`src/rtl/s2axi_pkg.sv`:
```
// Shared types, AXI constants and elaboration-time helpers for the stream-to-AXI burst writer.
package s2axi_pkg;

   typedef enum logic [1:0] {
      ST_IDLE,
      ST_ADDR,
      ST_DATA,
      ST_RESP
   } state_t;

   localparam logic [1:0] BURST_INCR = 2'b01;
   localparam logic [1:0] RESP_OKAY  = 2'b00;

   function automatic int clog2(input int value);
      int result;
      result = 0;
      while ((1 << result) < value) result++;
      return result;
   endfunction

   // AXI awsize is log2 of the bytes per beat.
   function automatic logic [2:0] size_enc(input int data_w);
      return 3'(clog2(data_w / 8));
   endfunction

endpackage

```
`src/rtl/s2axi_fifo.sv`:
```
// Single-clock first-word-fall-through FIFO with occupancy count and synchronous flush.
module s2axi_fifo
   import s2axi_pkg::*;
#(
   parameter int DATA_W  = 32,
   parameter int FIFO_AW = 6
) (
   input  logic              clk,
   input  logic              rst,
   input  logic              flush,
   input  logic              wr_en,
   input  logic [DATA_W-1:0] wr_data,
   input  logic              rd_en,
   output logic [DATA_W-1:0] rd_data,
   output logic              full,
   output logic              empty,
   output logic [FIFO_AW:0]  count
);

   localparam int DEPTH = 1 << FIFO_AW;

   logic [DATA_W-1:0]  mem [DEPTH];
   logic [FIFO_AW-1:0] wr_ptr;
   logic [FIFO_AW-1:0] rd_ptr;
   logic               do_wr;
   logic               do_rd;

   assign full    = (count == (FIFO_AW + 1)'(DEPTH));
   assign empty   = (count == '0);
   assign do_wr   = wr_en && !full;
   assign do_rd   = rd_en && !empty;
   assign rd_data = mem[rd_ptr];

   // NOTE: the storage array is deliberately not reset; pointers and count define validity,
   // and an unreset array can map onto block/distributed RAM.
   always_ff @(posedge clk) begin
      if (do_wr) mem[wr_ptr] <= wr_data;
   end

   // NOTE: sequential state uses non-blocking assignments so every register samples
   // pre-edge values regardless of process evaluation order.
   always_ff @(posedge clk) begin
      if (rst || flush) begin
         wr_ptr <= '0;
         rd_ptr <= '0;
         count  <= '0;
      end else begin
         if (do_wr) wr_ptr <= wr_ptr + FIFO_AW'(1);
         if (do_rd) rd_ptr <= rd_ptr + FIFO_AW'(1);
         case ({do_wr, do_rd})
            2'b10:   count <= count + (FIFO_AW + 1)'(1);
            2'b01:   count <= count - (FIFO_AW + 1)'(1);
            default: count <= count;
         endcase
      end
   end

endmodule

```
`src/rtl/s2axi_burst_writer.sv`:
```
// Stream-to-AXI3 INCR burst writer into an OCM ring buffer.
// Optional write-response checking is enabled by defining S2AXI_BRESP_CHECK_EN.
module s2axi_burst_writer
   import s2axi_pkg::*;
#(
   parameter int          DATA_W    = 32,
   parameter int          BURST_LEN = 16,
   parameter int          FIFO_AW   = 6,
   parameter logic [31:0] OCM_BASE  = 32'hfffc0000,
   parameter int          OCM_WIDTH = 16,
   parameter logic [11:0] AXI_ID    = 12'hfff
) (
   input  logic                AXI_clk,
   input  logic                rst,
   input  logic [DATA_W-1:0]   Sin,
   input  logic                Ien,
   input  logic                sync,
   output logic [31:0]         AXI_awaddr,
   output logic                AXI_awvalid,
   input  logic                AXI_awready,
   output logic [3:0]          AXI_awlen,
   output logic [2:0]          AXI_awsize,
   output logic [1:0]          AXI_awburst,
   output logic [11:0]         AXI_awid,
   output logic [DATA_W-1:0]   AXI_wdata,
   output logic [DATA_W/8-1:0] AXI_wstrb,
   output logic [11:0]         AXI_wid,
   output logic                AXI_wvalid,
   output logic                AXI_wlast,
   input  logic                AXI_wready,
   input  logic                AXI_bvalid,
   input  logic [1:0]          AXI_bresp,
   output logic                AXI_bready,
   output logic [31:0]         burst_cnt,
   output logic [15:0]         drop_cnt,
`ifdef S2AXI_BRESP_CHECK_EN
   output logic                bresp_err,
   output logic [31:0]         err_addr,
`endif
   output logic                ovf
);

   localparam int                BEAT_W      = clog2(BURST_LEN);
   localparam logic [31:0]       BURST_BYTES = 32'(BURST_LEN * DATA_W / 8);
   localparam logic [31:0]       RING_MASK   = (32'd1 << OCM_WIDTH) - 32'd1;
   localparam logic [FIFO_AW:0]  BURST_FILL  = (FIFO_AW + 1)'(BURST_LEN);
   localparam logic [BEAT_W-1:0] LAST_BEAT   = BEAT_W'(BURST_LEN - 1);

   state_t              state;
   state_t              state_nxt;
   logic                sync_pend;
   logic                sync_apply;
   logic                accept_ok;
   logic                w_hs;
   logic                b_hs;
   logic                fifo_full;
   logic                fifo_empty;
   logic [FIFO_AW:0]    fifo_count;
   logic [DATA_W-1:0]   fifo_head;
   logic [BEAT_W-1:0]   beat;

   // A sync seen outside IDLE is parked and takes effect on the next IDLE cycle.
   assign sync_apply = (state == ST_IDLE) && (sync || sync_pend);
   assign accept_ok  = Ien && !sync && !sync_pend;
   assign w_hs       = AXI_wvalid && AXI_wready;
   assign b_hs       = AXI_bvalid && AXI_bready;

   s2axi_fifo #(
      .DATA_W  (DATA_W),
      .FIFO_AW (FIFO_AW)
   ) u_fifo (
      .clk     (AXI_clk),
      .rst     (rst),
      .flush   (sync_apply),
      .wr_en   (accept_ok),
      .wr_data (Sin),
      .rd_en   (w_hs),
      .rd_data (fifo_head),
      .full    (fifo_full),
      .empty   (fifo_empty),
      .count   (fifo_count)
   );

   assign AXI_awlen   = 4'(BURST_LEN - 1);
   assign AXI_awsize  = size_enc(DATA_W);
   assign AXI_awburst = BURST_INCR;
   assign AXI_awid    = AXI_ID;
   assign AXI_wid     = AXI_ID;
   assign AXI_wstrb   = '1;
   assign AXI_wdata   = fifo_head;
   assign AXI_wlast   = (state == ST_DATA) && (beat == LAST_BEAT);

   // NOTE: every output of this block gets a default before the case, so no path
   // leaves a signal unassigned and no latch is inferred.
   always_comb begin
      state_nxt   = state;
      AXI_awvalid = 1'b0;
      AXI_wvalid  = 1'b0;
      AXI_bready  = 1'b0;
      unique case (state)
         ST_IDLE: begin
            if (!sync_apply && (fifo_count >= BURST_FILL)) state_nxt = ST_ADDR;
         end
         ST_ADDR: begin
            AXI_awvalid = 1'b1;
            if (AXI_awready) state_nxt = ST_DATA;
         end
         ST_DATA: begin
            AXI_wvalid = !fifo_empty;
            if (!fifo_empty && AXI_wready && (beat == LAST_BEAT)) state_nxt = ST_RESP;
         end
         ST_RESP: begin
            AXI_bready = 1'b1;
            if (AXI_bvalid) state_nxt = ST_IDLE;
         end
         default: state_nxt = ST_IDLE;
      endcase
   end

   always_ff @(posedge AXI_clk) begin
      if (rst) begin
         state      <= ST_IDLE;
         beat       <= '0;
         sync_pend  <= 1'b0;
         AXI_awaddr <= OCM_BASE;
         burst_cnt  <= '0;
         drop_cnt   <= '0;
         ovf        <= 1'b0;
      end else begin
         state <= state_nxt;
         if (w_hs) beat <= (beat == LAST_BEAT) ? '0 : beat + BEAT_W'(1);

         if (sync_apply)  sync_pend <= 1'b0;
         else if (sync)   sync_pend <= 1'b1;

         if (sync_apply) begin
            AXI_awaddr <= OCM_BASE;
            burst_cnt  <= '0;
            drop_cnt   <= '0;
            ovf        <= 1'b0;
         end else begin
            // Low OCM_WIDTH bits wrap inside the ring; upper bits stay pinned to the base.
            if (b_hs) begin
               AXI_awaddr <= (OCM_BASE & ~RING_MASK) | ((AXI_awaddr + BURST_BYTES) & RING_MASK);
               burst_cnt  <= burst_cnt + 32'd1;
            end
            if (accept_ok && fifo_full) begin
               ovf <= 1'b1;
               if (drop_cnt != 16'hffff) drop_cnt <= drop_cnt + 16'd1;
            end
         end
      end
   end

`ifdef S2AXI_BRESP_CHECK_EN
   // Only the first failing burst address is kept until the flag is cleared.
   always_ff @(posedge AXI_clk) begin
      if (rst || sync_apply) begin
         bresp_err <= 1'b0;
         err_addr  <= '0;
      end else if (b_hs && (AXI_bresp != RESP_OKAY) && !bresp_err) begin
         bresp_err <= 1'b1;
         err_addr  <= AXI_awaddr;
      end
   end
`else
   logic unused_bresp;
   assign unused_bresp = ^AXI_bresp;
`endif

endmodule

```
`config.mk`:
```
export PLATFORM = sky130hd
export DESIGN_NAME = s2axi_burst_writer
export DESIGN_NICKNAME = d
export VERILOG_FILES = /design/src/rtl/s2axi_pkg.sv /design/src/rtl/s2axi_fifo.sv /design/src/rtl/s2axi_burst_writer.sv
export SDC_FILE = /design/constraint.sdc
export NUM_CORES = 2
export LEC_CHECK = 0
export CAP_MARGIN = 15
export CORE_MARGIN = 2
export CORE_UTILIZATION = 39
export CTS_BUF_LIST = sky130_fd_sc_hd__clkbuf_8
export CTS_CLUSTER_SIZE = 40
export DETAILED_ROUTE_END_ITERATION = 16
export GPL_TIMING_DRIVEN = 0
export PLACE_DENSITY_LB_ADDON = 0.1
export SETUP_SLACK_MARGIN = 0.05
export SYNTH_ARGS = -nofsm -noshare
export SYNTH_HDL_FRONTEND = slang
export SYNTH_HIERARCHICAL = 1
export SYNTH_SLANG_ARGS = --single-unit
```
`constraint.sdc`:
```
create_clock -name AXI_clk -period 3.35 [get_ports AXI_clk]
set_input_delay 0.5025 -clock AXI_clk [delete_from_list [all_inputs] [get_ports AXI_clk]]
set_output_delay 0.5025 -clock AXI_clk [all_outputs]
set_load 0.01 [all_outputs]
```
==> Word level (Yosys, flattened, before mapping) <==
Memory sizes are Yosys's and may differ from the RTL's. A register that Yosys moved wholly into a read port is not among the register bits.
Index checks and enable logic that the tools add are counted.
{ "word_totals": {"out_inout_bits": 154, "in_bits": 41, "latchBits": 0, "mem_bits_rw": 2048, "n_memories": 1, "elab_cells": 71, "rom_bits": 0, "regBits": 91} }
{ "classes": {"n_shift": 0, "order_cmp": 1, "div_mod_pow": 0, "n_mux": 14, "eq_ne": 12, "n_mul": 0, "bitwise_logic": 0, "reduce_logical": 25, "add_sub_neg": 8} }
{ "memory_table": {"columns": ["name", "words", "word_bits", "read_ports", "rd_ports_with_merged_regs", "write_ports", "line_no", "source"], "rows": [
  ["u_fifo.mem", 64, 32, 1, 1, 1, "s2axi_fifo.sv:22", "logic [DATA_W-1:0] mem [DEPTH];"]
]} }
{ "op_table": {"columns": ["cell", "n"], "rows": [
  ["adder 32 x 1 -> 32 bit, second input constant", 1],
  ["adder 16 x 1 -> 16 bit, second input constant", 1],
  ["adder 16 x 8 -> 16 bit, second input constant", 1],
  ["inequality test 16 bit, second input constant", 1],
  ["one-hot mux 7 bit (2 select lines)", 1],
  ["adder 6 x 1 -> 6 bit, second input constant", 2],
  ["logical AND 1 bit", 12],
  ["2-to-1 mux 6 bit", 2],
  ["2-to-1 mux 2 bit", 4],
  ["one-hot mux 2 bit (4 select lines)", 1],
  ["adder 7 x 1 -> 7 bit, second input constant", 1],
  ["== test 7 bit, second input constant", 1],
  ["greater-or-equal comparator 7 x 5 -> 1 bit, second input constant", 1],
  ["zero test 7 bit", 1],
  ["subtractor 7 x 1 -> 7 bit, second input constant", 1],
  ["== test 2 bit, second input constant", 3],
  ["zero test 1 bit", 5],
  ["2-to-1 mux 1 bit", 5],
  ["adder 4 x 1 -> 4 bit, second input constant", 1],
  ["== test 2 x 1 -> 1 bit, second input constant", 2],
  ["== test 4 bit, second input constant", 1],
  ["2-to-1 mux 4 bit", 1],
  ["inequality test 2 x 1 -> 1 bit, second input constant", 2],
  ["inequality test 2 bit, second input constant", 2],
  ["6 further kinds", 7]
]} }

==> Longest topological paths before layout <==
{ "logic_depth": {"depth_word": 7, "depth_mapped": 17} }

==> Cells and area by module <==
The synthesis kept the hierarchy.
{ "by_module_without_submodules": {"columns": ["module", "seq_area_each_um2", "area_per_inst_um2", "cells_per_inst", "n_inst"], "rows": [
  ["s2axi_fifo", 61999.5, 79007.0, 3427, 1],
  ["s2axi_burst_writer", 1321.3, 3646.0, 443, 1]
]} }

==> Worst setup path before layout <==
OpenSTA, ideal clock, no wires.
{ "synth_timing": {"path_type": "flip-flop to flip-flop", "from": "register u_fifo.count[1]", "to": "register u_fifo.count[6]", "setup_slack_ns": -0.289, "arrival_time_ns": 3.567, "stages_incl_launch_ff": 18, "path_buffers": 5, "required_ns": 3.278, "cell_sequence": "dfxtp_1 -> buf_2 -> or4_1 -> nor3_1 -> and3b_1 -> clkbuf_1 -> o31a_1 -> clkbuf_1 -> ha_1 -> clkbuf_1 -> clkbuf_1 -> xor2_1 -> ha_1 -> a21oi_1 -> or3_1 -> a21oi_1 -> o31ai_1 -> mux2i_1"} }
{ "synth_between": {"elab_chain_cells": 7, "elab_cells_between_ends": 14} }
{ "synth_lines": {"columns": ["element", "line_no", "source"], "rows": [
  ["start: declaration", "s2axi_fifo.sv:17", "output logic [FIFO_AW:0] count"],
  ["start signal: assignment", "s2axi_fifo.sv:51", "2'b10: count <= count + (FIFO_AW + 1)'(1);"],
  ["start signal: assignment", "s2axi_fifo.sv:52", "2'b01: count <= count - (FIFO_AW + 1)'(1);"],
  ["start signal: assignment", "s2axi_fifo.sv:53", "default: count <= count;"],
  ["zero test 7 bit (*)", "s2axi_fifo.sv:29", "assign empty = (count == '0);"],
  ["named net fifo_empty", "s2axi_burst_writer.sv:57", "logic fifo_empty;"],
  ["zero test 1 bit (*)", "s2axi_burst_writer.sv:109", "AXI_wvalid = !fifo_empty;"],
  ["2-to-1 mux 1 bit (*)", "s2axi_burst_writer.sv:100", "unique case (state)"],
  ["logical AND 1 bit (*)", "s2axi_burst_writer.sv:65", "assign w_hs = AXI_wvalid && AXI_wready;"],
  ["named net w_hs", "s2axi_burst_writer.sv:54", "logic w_hs;"],
  ["logical AND 1 bit (*)", "s2axi_fifo.sv:31", "assign do_rd = rd_en && !empty;"],
  ["== test 2 x 1 -> 1 bit or == test 2 bit (tied branches)", "s2axi_fifo.sv:50", "case ({do_wr, do_rd})"],
  ["one-hot mux 7 bit (2 select lines) or nonzero test 2 bit (tied branches)", null, null]
]} }
Mark *: on every way through the listed nets, which the timed path passes. The rest lies on a longest branch.
A chain may end at the register's enable or synchronous reset.

==> impl_metrics.tcl <==
set metrics [dict create \
    outcome "complete, but fails checks" \
    violations "negative setup slack" \
    clock.fmax_mhz 239 \
    synth_seq_cells 2139 \
    dieArea_um2 216000 \
    finalNetCount 4855 \
    worst-endpoint-arrival_ns 3.67 \
    floorplan.initialDensity_pct 39.3 \
    worst-path-buf-inv 4 \
    worst_setup_path_end_kind "primary output" \
    tritoncts "done" \
    synth.most_common_cell "sky130_fd_sc_hd__edfxtp_1" \
    die_x_um 464 \
    share_comb_of_total_power_pct 1.9 \
    path_cells "buf_4, buf_16, buf_12, mux4_2, o22ai_4, a211oi_4, nor2_4, a311oi_4, buf_2" \
    setup_ws_ns -0.827 \
    remaining_drc_errors 0 \
    grt_usage_pct 24.8 \
    p_leak_nw 32.4 \
    internal_power_w 0.0405 \
    path_clk_slew_ns 0.07 \
    rsz0062_at_grt "true" \
    ranking_of_synthesized_cells_by_area "sky130_fd_sc_hd__edfxtp_1, sky130_fd_sc_hd__mux4_2, sky130_fd_sc_hd__dfxtp_1" \
    crit_path_max_fanout 10 \
    core_box_area_um2 210000 \
    syn_area_um2 82700 \
    hold-worst-slack_ns 0.0811 \
    placement_rows 168 \
    num_vias 45000 \
    timing.critical_path.depth 9 \
    yosys.area.top_type "sky130_fd_sc_hd__edfxtp_1" \
    gp_routability_congestion 0.834 \
    worstRegToRegCells 14 \
    via_per_inst 5.72 \
    cp_slowest_cell "sky130_fd_sc_hd__a211oi_4" \
    cts_inserted_buffers 377 \
    die_height_um 464 \
    count_of_flip_flops_with_a_built_in_enable_after_synthesis 2048 \
    p_per_area_nw_per_um2 499 \
    synth_warnings 6 \
    insertion_delay_ns 1.10 \
    buffer_ports.inserted 133 \
    timing.final.crit_period_ns 4.18 \
    postSynthAreaPerCell_um2 21.4 \
    worst_pin_slew_ns 1.07 \
    seq_power_share_pct 56.6 \
    dr.pass1.iters 5 \
    total_neg_setup_slack_ns -23.64 \
    drtIter0Drc 4959 \
    layout-drive-gt1-share_pct 38.7 \
    portion_of_total_power_attributed_to_the_clock_network_pct 41.5 \
    worst_path_required_ns 2.85 \
    cp_top_family "compound AO/OA/AOI/OAI gates" \
    fin_skew_ns 0.0786 \
    grt_start_max_net_pins 65 \
    ir_drop_worst_vdd_mv 0.425 \
    hold_path_depth 1 \
    grt_use_met1_pct 34.5 \
    max-clock-path-buffers 4 \
    list_of_most_frequent_post_synthesis_cells "sky130_fd_sc_hd__edfxtp_1, sky130_fd_sc_hd__mux4_2, sky130_fd_sc_hd__nor2_1" \
    root_buffer_cell "sky130_fd_sc_hd__clkbuf_8" \
    hold_violations 0 \
    worst_setup_path_start_kind "flop" \
    areaGrowthSynthToFinish_pct 25.5 \
    routedWlPerCell_um 34.2 \
    fin_crit_sh_pct 125 \
    io_pins 195 \
    antenna_left 0 \
    worstSetupPathType "flop to primary output" \
    route.final.wire_length_mm 269 \
    net_switching_power_figure_w 0.0113 \
    setup-violations-final 32 \
    max_slew_margin_pct 28.1 \
    yosysTopAreaCellShare_pct 74.4 \
    worst_hold_path_type "input port to flop" \
    grtUsageMet3_pct 4.82 \
    clock_sinks 2139 \
    yosysSeqAreaShare_pct 76.6 \
    synth_ff_type "sky130_fd_sc_hd__edfxtp_1" \
    power_switching_share_pct 21.8 \
    h_tree_levels 5 \
    synthDistinctLibCells 67 \
    largest_incremental_delay_on_the_critical_path_ns 0.50 \
    place.detailed.hpwl_mm 174 \
    met2_usage_pct 39.4 \
    grt_overflow 0 \
    final-max-slew-violation-count 0 \
    grt_antenna_before_repair 9 \
    async_set_reset_flop_share_out_of_synthesis_pct 0 \
    power.total_w 0.0517 \
    grt_pass1_wl_mm 368 \
    timing.max_cap.violations 0 \
    busiest_layer "met2" \
    final_core_util_pct 49.4 \
    first_global_vias 45200 \
    post_synth_inst_count 3870 \
]
## layout by cell type (no fill, tap or decap), drive strengths merged, types with 26 or more instances in the layout
cell type	n
edfxtp	2048
buf	594
mux4	512
clkbuf	458
inv	158
nor2	132
clkinv	106
a22oi	105
mux2i	95
dfxtp	91
a21oi	73
clkdlybuf4s50	68
conb	59
nand2	57
nand3	48
o22ai	45
o221ai	30
dlygate4sd3	28
o21ai	28
or3	26
and3	26
## cells by family after synthesis
family | share of synthesized area, %
mux | 15.1
compound gates | 3.15
simple gates | 2.54
xor+xnor | 0.328
flops | 76.6
buf+inv | 2.03
fa+ha+maj | 0.212
other cells | 0.00909
## area by class of cell
cell class                 instances  area, µm²
timing repair buffer             500       6410
clock inverter                   251       1120
antenna                            8       20.0
clock buffer                     386       5310
multi-input combinational       1499      20900
buffer                           263       3110
tap                             2805       3510
fill                           17300     106000
sequential                      2139      63300
inverter                          20       76.3
## worst reg2reg max path, stage by stage, from the launching register on
cell and delay (ns):
sky130_fd_sc_hd__dfxtp_2 0.31, sky130_fd_sc_hd__buf_6 0.12, sky130_fd_sc_hd__or4_4 0.53, sky130_fd_sc_hd__nor3_4 0.21
sky130_fd_sc_hd__and3b_2 0.26, sky130_fd_sc_hd__o31a_1 0.17, sky130_fd_sc_hd__ha_4 0.20, sky130_fd_sc_hd__clkbuf_16 0.14
sky130_fd_sc_hd__xor2_1 0.14, sky130_fd_sc_hd__ha_2 0.21, sky130_fd_sc_hd__a21oi_4 0.18, sky130_fd_sc_hd__a32o_1 0.19
sky130_fd_sc_hd__a21oi_1 0.05, sky130_fd_sc_hd__or3_1 0.37, sky130_fd_sc_hd__a21oi_2 0.14
## layer usage
layer / part of all wire [%] / routed length, µm / vias up
li1: - / - / 18200
met1: 41 / 111000 / 24400
met2: 48 / 129000 / 2016
met3: 7.8 / 20900 / 417
met4: 3.2 / 8730 / 0
met5: 0 / 0 / -
## state kept, by name (all words and copies together), names as in the netlist, named ones only
name,cells
AXI_awaddr,10
beat,4
burst_cnt,32
drop_cnt,16
ovf,1
state,2
sync_pend,1
u_fifo/count,7
u_fifo/mem,2048
u_fifo/rd_ptr,6
u_fifo/wr_ptr,6
## timing repair
action | in CTS | in global routing
cloned | 9 | 4
hold buffers | 28 | 0
pin swaps | 155 | 63
setup endpoints to repair | 1914 | 471
hold endpoints to repair | 914 | 0
gates resized for setup | 965 | 76
buffers inserted | 201 | 24
## path summary, 6_finish.rpt
kind                        start           endpoint  slack [ns]
setup reg to reg  u_fifo/count[1]    u_fifo/count[4]        0.06
hold reg to reg     burst_cnt[31]      burst_cnt[31]        0.48
setup / recovery             flop      AXI_wdata[15]       -0.83
hold / removal             Sin[6]  u_fifo/mem[19][6]        0.08
## power groups by stage
stage / clock (W) / sequential (W) / combinational, W
floorplan: 0 / 0.0299 / 0.000190
global placement: 0 / 0.0300 / 0.000813
finish: 0.0215 / 0.0293 / 0.000977
global route: 0.0231 / 0.0293 / 0.00104
CTS: 0.0219 / 0.0293 / 0.000977
detailed placement: 0 / 0.0299 / 0.000921
## through the flow
| step | instances | worst slack [ns] | cell area [µm²] |
|---|---|---|---|
| after floorplan | 3927 | -0.0238 | 82900 |
| after global placement | 6865 | -3.71 | 87800 |
| after detailed placement | 6972 | -2.24 | 90300 |
| after CTS | 7841 | -0.993 | 103000 |
| after global routing | 7865 | -0.883 | 104000 |
| final | 7871 | -0.827 | 104000 |
(Power assumes the default switching activity.)
